File: config.mk
export PLATFORM = sky130hd
export DESIGN_NAME = crc_control_unit
export DESIGN_NICKNAME = d
export VERILOG_FILES = /design/src/rtl/crc_control_unit.sv
export SDC_FILE = /design/constraint.sdc
export NUM_CORES = 1
export LEC_CHECK = 0
export CAP_MARGIN = 20
export CORE_AREA = 2 2 39 41
export DETAILED_ROUTE_END_ITERATION = 10
export DIE_AREA = 0 0 41 43
export DONT_BUFFER_PORTS = 1
export PLACE_DENSITY = 0.63
export SLEW_MARGIN = 20
export SYNTH_ARGS = -nofsm -noshare
export SYNTH_HDL_FRONTEND = slang
export SYNTH_SLANG_ARGS = --single-unit
File: constraint.sdc
create_clock -name clk -period 1 [get_ports clk]
set_input_delay 0.1 -clock clk [delete_from_list [all_inputs] [get_ports clk]]
set_output_delay 0.1 -clock clk [all_outputs]
set_load 0.01 [all_outputs]
File: src/rtl/crc_control_unit.sv
// Sequencing FSM for crc_datapath: double-buffered word intake, one byte per cycle into the CRC unit.
// Optional processed-byte counter enabled by `define CRC_BYTE_COUNT_EN (byte_cnt tied to 0 otherwise).
module crc_control_unit #(
  parameter int CNT_WIDTH = 32
) (
  input  logic                 clk,
  input  logic                 rst,
  input  logic                 crc_dr_wr,
  input  logic                 crc_dr_rd,
  input  logic                 crc_cr_rst,
  input  logic                 crc_init_wr,
  input  logic [1:0]           size_out,
  output logic                 ready,
  output logic                 busy,
  output logic                 buffer_en,
  output logic                 byte_en,
  output logic                 crc_out_en,
  output logic                 bypass_byte0,
  output logic                 bypass_size,
  output logic                 buffer_rst,
  output logic                 set_crc_init_sel,
  output logic                 clear_crc_init_sel,
  output logic [1:0]           byte_sel,
  output logic [CNT_WIDTH-1:0] byte_cnt
);

  typedef enum logic [1:0] {
    IDLE  = 2'd0,
    BYTE1 = 2'd1,
    BYTE2 = 2'd2,
    BYTE3 = 2'd3
  } state_t;

  state_t state;
  logic   buffer_full;
  logic   load;
  logic   active;
  logic   wr_ok;

  always_comb begin
    load               = (state == IDLE) & buffer_full & ~crc_cr_rst;
    active             = (state != IDLE);
    wr_ok              = ~buffer_full | load;
    buffer_en          = crc_dr_wr & wr_ok & ~crc_cr_rst;
    busy               = buffer_full | active;
    // A write colliding with a control reset is acknowledged and then dropped.
    ready              = ~((crc_dr_wr & ~wr_ok & ~crc_cr_rst) | (crc_dr_rd & busy));
    byte_en            = load;
    bypass_byte0       = load;
    bypass_size        = load;
    crc_out_en         = (load | active) & ~crc_cr_rst;
    set_crc_init_sel   = crc_out_en;
    clear_crc_init_sel = crc_cr_rst | crc_init_wr;
    buffer_rst         = crc_cr_rst;
    byte_sel           = '0;
    if (active && !crc_cr_rst)
      byte_sel = state;
  end

  // In BYTEk cycles bypass_size is low, so size_out reflects the word's latched size.
  always_ff @(posedge clk) begin
    if (rst || crc_cr_rst) begin
      state       <= IDLE;
      buffer_full <= 1'b0;
    end else begin
      buffer_full <= buffer_en | (buffer_full & ~load);
      case (state)
        IDLE:    if (load && size_out != 2'b00) state <= BYTE1;
        BYTE1:   state <= size_out[1] ? BYTE2 : IDLE;
        BYTE2:   state <= BYTE3;
        BYTE3:   state <= IDLE;
        default: state <= IDLE;
      endcase
    end
  end

`ifdef CRC_BYTE_COUNT_EN
  logic [CNT_WIDTH-1:0] cnt_q;

  always_ff @(posedge clk) begin
    if (rst || crc_cr_rst)
      cnt_q <= '0;
    else if (crc_out_en)
      cnt_q <= cnt_q + CNT_WIDTH'(1);
  end

  assign byte_cnt = cnt_q;
`else
  assign byte_cnt = '0;
`endif

endmodule

; ---- After elaboration in Yosys (flattened, before gate mapping)
; Cells that the tools add are included.
[word_totals]
inputBits = 8
out_inout_bits = 44
regBits = 3
elab_cells = 37
[op_classes]
n_reduce_logical = 7
muxes = 4
eq_ne = 4
bitwise_logic = 20
[op_table]
columns = operator, n
row1 = $and A1 B1 Y1, 9
row2 = $pmux W2 S4, 1
row3 = $mux W2, 3
row4 = $or A1 B1 Y1, 6
row5 = $not A1 Y1, 5
row6 = $eq A2 B2 Y1 const B, 2
row7 = $reduce_bool A2 Y1, 2
row8 = $eq A2 B1 Y1 const B, 1
row9 = $logic_and A1 B1 Y1, 2
row10 = $logic_not A2 Y1, 1
row11 = $ne A2 B1 Y1 const B, 1
row12 = $logic_not A1 Y1, 1
row13 = $logic_or A1 B1 Y1, 1

; ---- Depth between registers and ports, before layout
; Gate-level depths: netlist of the first run.
[depth]
ltp_word = 9
depth_mapped = 3
ltp_nobuf = 2

; ---- Least setup slack after synthesis of the first run
; Ideal clock, no wire load.
[synth_timing]
path_kind = register to output
start = register with a tool-made name
end = output bypass_size
path_buffers = 1
slack_ns = -0.320
t_arrival_ns = 1.220
required_time_ns = 0.900
path_stages_with_launch = 4
path_cell_list = dfxtp_1 or2_1 nor3b_1 buf_4
[synth_lines]
columns = item, line
row1 = "end, declared", 19  ; output logic bypass_size,

==> results_dict.tcl, run 1 <==
set metrics [dict create \
    status "complete, but fails checks" \
    finalHoldViolations 0 \
    violations "setup timing" \
    yosysSeqAreaShare_pct 12.6 \
    synthArstFlopShare_pct 0 \
    cellLeakagePower_nw 0.239 \
    gp_congestion 0.584 \
    worst_setup_path_end_kind "primary output" \
    antenna_found_initial 0 \
    cp-start-kind "flop" \
    yosysWarningCount 0 \
    cts_buffers 3 \
    layout.nets 78 \
    post-route-min-period_ns 1.25 \
    syn_avg_cell_area_um2 7.97 \
    cts_root_buffer "clkbuf_4" \
    netlist_area_um2 478 \
    yosysUniqueCellTypes 20 \
    synth_top_cell_by_area "buf_4" \
    overflow 0 \
    io-pin-count 52 \
    clk_latency_ns 0.24 \
    post-route-period-util_pct 125 \
    syn2layout_area_growth_pct 4.97 \
    ys_seq_elements 3 \
    critical_path_class "reg2out" \
    hold_path_startpoint "size_out[1]" \
    wl_um 779 \
    vias_per_cell 3.81 \
    portBuffers 0 \
    die_x_um 41 \
    h-tree-depth 1 \
    vias 324 \
    cts_tree "yes" \
    clockBufferDepth 2 \
    dieArea_mm2 0.00176 \
    cap_violations 0 \
    drtPass1Iterations 4 \
    vdd_drop_max_v 0.000277 \
    syn-instance-count 60 \
    worst_clock_skew_ns 0.00524 \
    crit_arrival_ns 1.15 \
    cts.sinks 3 \
    hpwlAfterDp_um 586 \
    hold_ws_ns 0.0574 \
    die_h_um 43 \
    synthTopCellsByArea "buf_4 (57%), dfxtp_1 (13%), a2111oi_2 (3.1%)" \
    grt_max_degree 9 \
    diodes 0 \
    drv_slew 0 \
    layout_setup_ws_ns -0.253 \
    start_util_pct 34.5 \
    power_mw 0.460 \
    synth-main-ff-cell "dfxtp_1" \
    synth_common_cells "buf_4 (36), dfxtp_1 (3), a211oi_1 (2), inv_1 (2), nor2b_1 (2)" \
    clk_pin_slew_ns 0.04 \
    grt_usage_pct 8.52 \
    grt_pass1_vias 250 \
    required_ns 0.90 \
    core_mm2 0.00138 \
    postRouteAntennaNets 0 \
    timing.rr.start "state[0]" \
    rows 14 \
    synth_top_cell_area_share_pct 56.5 \
    drive_above_1_share_pct 34.8 \
    rsz0062_at_grt "yes" \
    cp_max_fo 5 \
    yosysMostFrequentCell "buf_4" \
    worstHoldPathType "in2reg" \
    grt_pass1_wl_um 938 \
    drcViolationCount 0 \
    max_freq_mhz 798 \
    synth-edff-count 0 \
    wl_per_cell_um 9.16 \
    finalSetupViolCount 10 \
    powerDensity_mw_per_mm2 916 \
    first_iter_violations 2 \
]
[timing repair]
action	4_1_cts	5_1_grt
hold buffers	3	0
gates resized for setup	10	1
pin swaps	2	2
endpoints found under the hold margin	3	0
buffers inserted	0	1
setup endpoints to repair	10	12
[cell usage in the layout, fill, tap and decap left out, types with 2 or more instances in the layout]
cell type      instances
nor2b_4                2
buf_6                  2
buf_4                  5
inv_1                  2
clkbuf_4               3
dfxtp_2                2
dlygate4sd3_1          3
conb_1                32
[where the power goes]
group          total, mW  switching (mW)  leakage [nW]  internal, mW
combinational      0.120          0.0817         0.198        0.0387
sequential         0.125         0.00339        0.0261         0.122
clock              0.214          0.0648        0.0150         0.150
[per-layer routing]
metal / vias to the layer above / GRT usage (%) / part of all wire, %
met3: 2 / 1.57 / 15
li1: 144 / - / -
met5: - / 0 / 0
met1: 148 / 5.43 / 26
met4: 0 / 10.0 / 2.3
met2: 30 / 15.6 / 57
[metrics by stage]
stage               std cells  setup slack [ns]  instance area (um^2)  TNS (ns)  util, %
global placement           77         -0.000894                   405  -0.00262     29.3
detailed placement         77           -0.0152                   405   -0.0456     29.3
global route               85            -0.307                   502     -2.33     36.3
CTS                        84            -0.252                   489     -1.91     35.4
floorplan                  91           -0.0912                   614    -0.261        -
finish                     85            -0.253                   502     -1.82     36.3
[path summary, 6_finish.rpt]
| check | end | slack [ns] | cells after the start |
|---|---|---|---|
| worst max-delay path | ready | -0.25 | 3 |
| worst min-delay path | flop | 0.06 | 2 |
| worst max register to register | flop | 0.03 | 4 |
| worst min register to register | state[0] | 0.56 | 2 |
[worst max-delay path, stage by stage (launching register included)]
cell,delay (ns)
dfxtp_2,0.34
o31a_1,0.29
a31oi_1,0.14
buf_4,0.14
[layout make-up]
type | instances | area [um^2]
Tap cell | 16 | 20.0
Timing Repair Buffer | 10 | 90.1
Fill cell | 162 | 882
Clock buffer | 4 | 26.3
Multi-Input combinational cell | 50 | 292
Sequential cell | 3 | 66.3
Inverter | 2 | 7.51
[logic make-up after synthesis]
family,after synthesis,synth area share [%]
buf+inv,38,58.1
simple gates,11,17.0
compound gates,7,11.5
flops,3,12.6
other cells,1,0.785
No activity file was read; power rests on OpenSTA's default activity.
==> inputs of run 2 (changes only) <==
SETUP_SLACK_MARGIN = 0.4   (was not set)
SKIP_LAST_GASP = 1   (was not set)
==> run 2 against run 1 <==
  * The flow finishes with violations (hold timing, setup timing)
  * Wire length decreased by 2.8%
  * Sequential share of layout area increased by 0.27 points
  * Critical path type unchanged
  * Register-to-register slack got worse by 0.07 ns
  * Highest routed layer is now met3
  * Die area unchanged
  * Sequential cell count unchanged
  * Core utilization decreased by 0.72 points
  * Critical path depth unchanged
==> results_dict.tcl, run 2 (synthesized netlist as in run 1, its figures left out) <==
set metrics [dict create \
    power_mw 0.446 \
    wl_um 757 \
    critPathTopFamily "simple AND/OR/NAND/NOR gates" \
    fillers 156 \
    critPathLaunch "state[0]" \
    rsz0062_at_grt "yes" \
    finalHoldViolations 3 \
    start_util_pct 34.5 \
    cp_max_fo 4 \
    status "complete, but fails checks" \
    hpwlAfterDp_um 551 \
    layout.nets 74 \
    cpPeakStageDelay_ns 0.32 \
    grt_usage_pct 7.41 \
    path_cells "or2_4 -> nor3b_4 -> buf_6" \
    dieArea_mm2 0.00176 \
    grt_pass1_wl_um 821 \
    drcViolationCount 0 \
    critical_path_class "reg2out" \
    grt_max_degree 11 \
    required_ns 0.90 \
    drtPass1Iterations 2 \
    cts_root_buffer "clkbuf_4" \
    syn2layout_area_growth_pct 2.88 \
    crit_arrival_ns 1.14 \
    worst_setup_path_end_kind "primary output" \
    portBuffers 0 \
    max_freq_mhz 809 \
    hold_path_startpoint "rst" \
    post-route-period-util_pct 124 \
    vias_per_cell 3.67 \
    violations "hold timing, setup timing" \
    worst_clock_skew_ns 0.00191 \
    powerDensity_mw_per_mm2 907 \
    vias 297 \
    final_cell_mix "conb_1 (32), clkbuf_4 (3), buf_4 (3), buf_6 (3)" \
    die_h_um 43 \
    post-route-min-period_ns 1.24 \
    rows 14 \
    first_iter_violations 2 \
    hold_ws_ns -0.0763 \
    cts_buffers 3 \
    antenna_found_initial 0 \
    drv_slew 0 \
    setup_tns_ns -1.78 \
    clk_pin_slew_ns 0.04 \
    drive_above_1_share_pct 36.9 \
    finalSetupViolCount 11 \
    diodes 0 \
    clk_latency_ns 0.23 \
    vdd_drop_max_v 0.000259 \
    core_mm2 0.00138 \
    seqCellArea_um2 66.3 \
    layout_setup_ws_ns -0.236 \
    h-tree-depth 1 \
    layout_commonest_cell "conb_1" \
    worstHoldPathType "in2reg" \
    multiInputGateArea_um2 315 \
    slowest_stage "dfxtp_2" \
    cts_tree "yes" \
    grt_pass1_vias 217 \
    gp_congestion 0.590 \
    clockBufferDepth 2 \
    cellLeakagePower_nw 0.222 \
    cp-start-kind "flop" \
    postRouteAntennaNets 0 \
    io-pin-count 52 \
    wl_per_cell_um 9.35 \
    overflow 0 \
    die_x_um 41 \
    cap_violations 0 \
    crit_buf_inv 1 \
    cts.sinks 3 \
]
[run 2: layer usage]
metal  up-vias  part of all wire [%]  global-route usage, %  wire length (um)
li1        134                     -                      -                 -
met2        26                    60                   11.9               455
met3         0                    12                   1.05                94
met5         -                     0                      0                 0
met4         0                     0                   10.0                 0
met1       137                    27                   6.07               207
[run 2: final timing paths]
path	end	slack [ns]	cells after the start
min	flop	-0.08	1
min reg2reg	state[0]	0.59	2
max reg2reg	state[0]	-0.04	3
max	bypass_byte0	-0.24	3
[run 2: cell type report]
| class | instances | area share, % |
|---|---|---|
| Timing Repair Buffer | 6 | 11.5 |
| Clock buffer | 4 | 5.34 |
| Sequential cell | 3 | 13.5 |
| Inverter | 2 | 1.53 |
| Tap cell | 16 | 4.07 |
| Multi-Input combinational cell | 50 | 64.1 |
[run 2: power breakdown]
group	switching (mW)	total, mW	internal, mW
Clock	0.0617	0.211	0.149
Sequential	0.00291	0.124	0.122
Combinational	0.0782	0.110	0.0321
Total	0.143	0.446	0.303
[run 2: worst reg2reg max path, delay by kind of cell, from the launching register on]
family	cells	cell delay [ns]
AOI/OAI and AO/OA	1	0.37
buffers and inverters	2	0.20
DFF	1	0.35
[run 2: through the flow]
step                      util [%]  instances  hold WS [ns]  area, um^2  setup slack [ns]
after global placement        29.4         76         0.168         407           0.00268
after detailed placement      29.4         76         0.173         407          -0.00730
after floorplan                  -         91         0.165         623           -0.0911
after CTS                     32.9         81       -0.0698         455            -0.240
final                         35.5         81       -0.0763         492            -0.236
after global routing          35.5         81       -0.0790         492            -0.274
[run 2: what timing repair did]
item	in CTS	in global routing
hold endpoints to repair	3	3
gates cloned	0	0
setup endpoints to repair	13	13
setup buffers	1	0
gates resized for setup	5	7
pin swaps	2	3
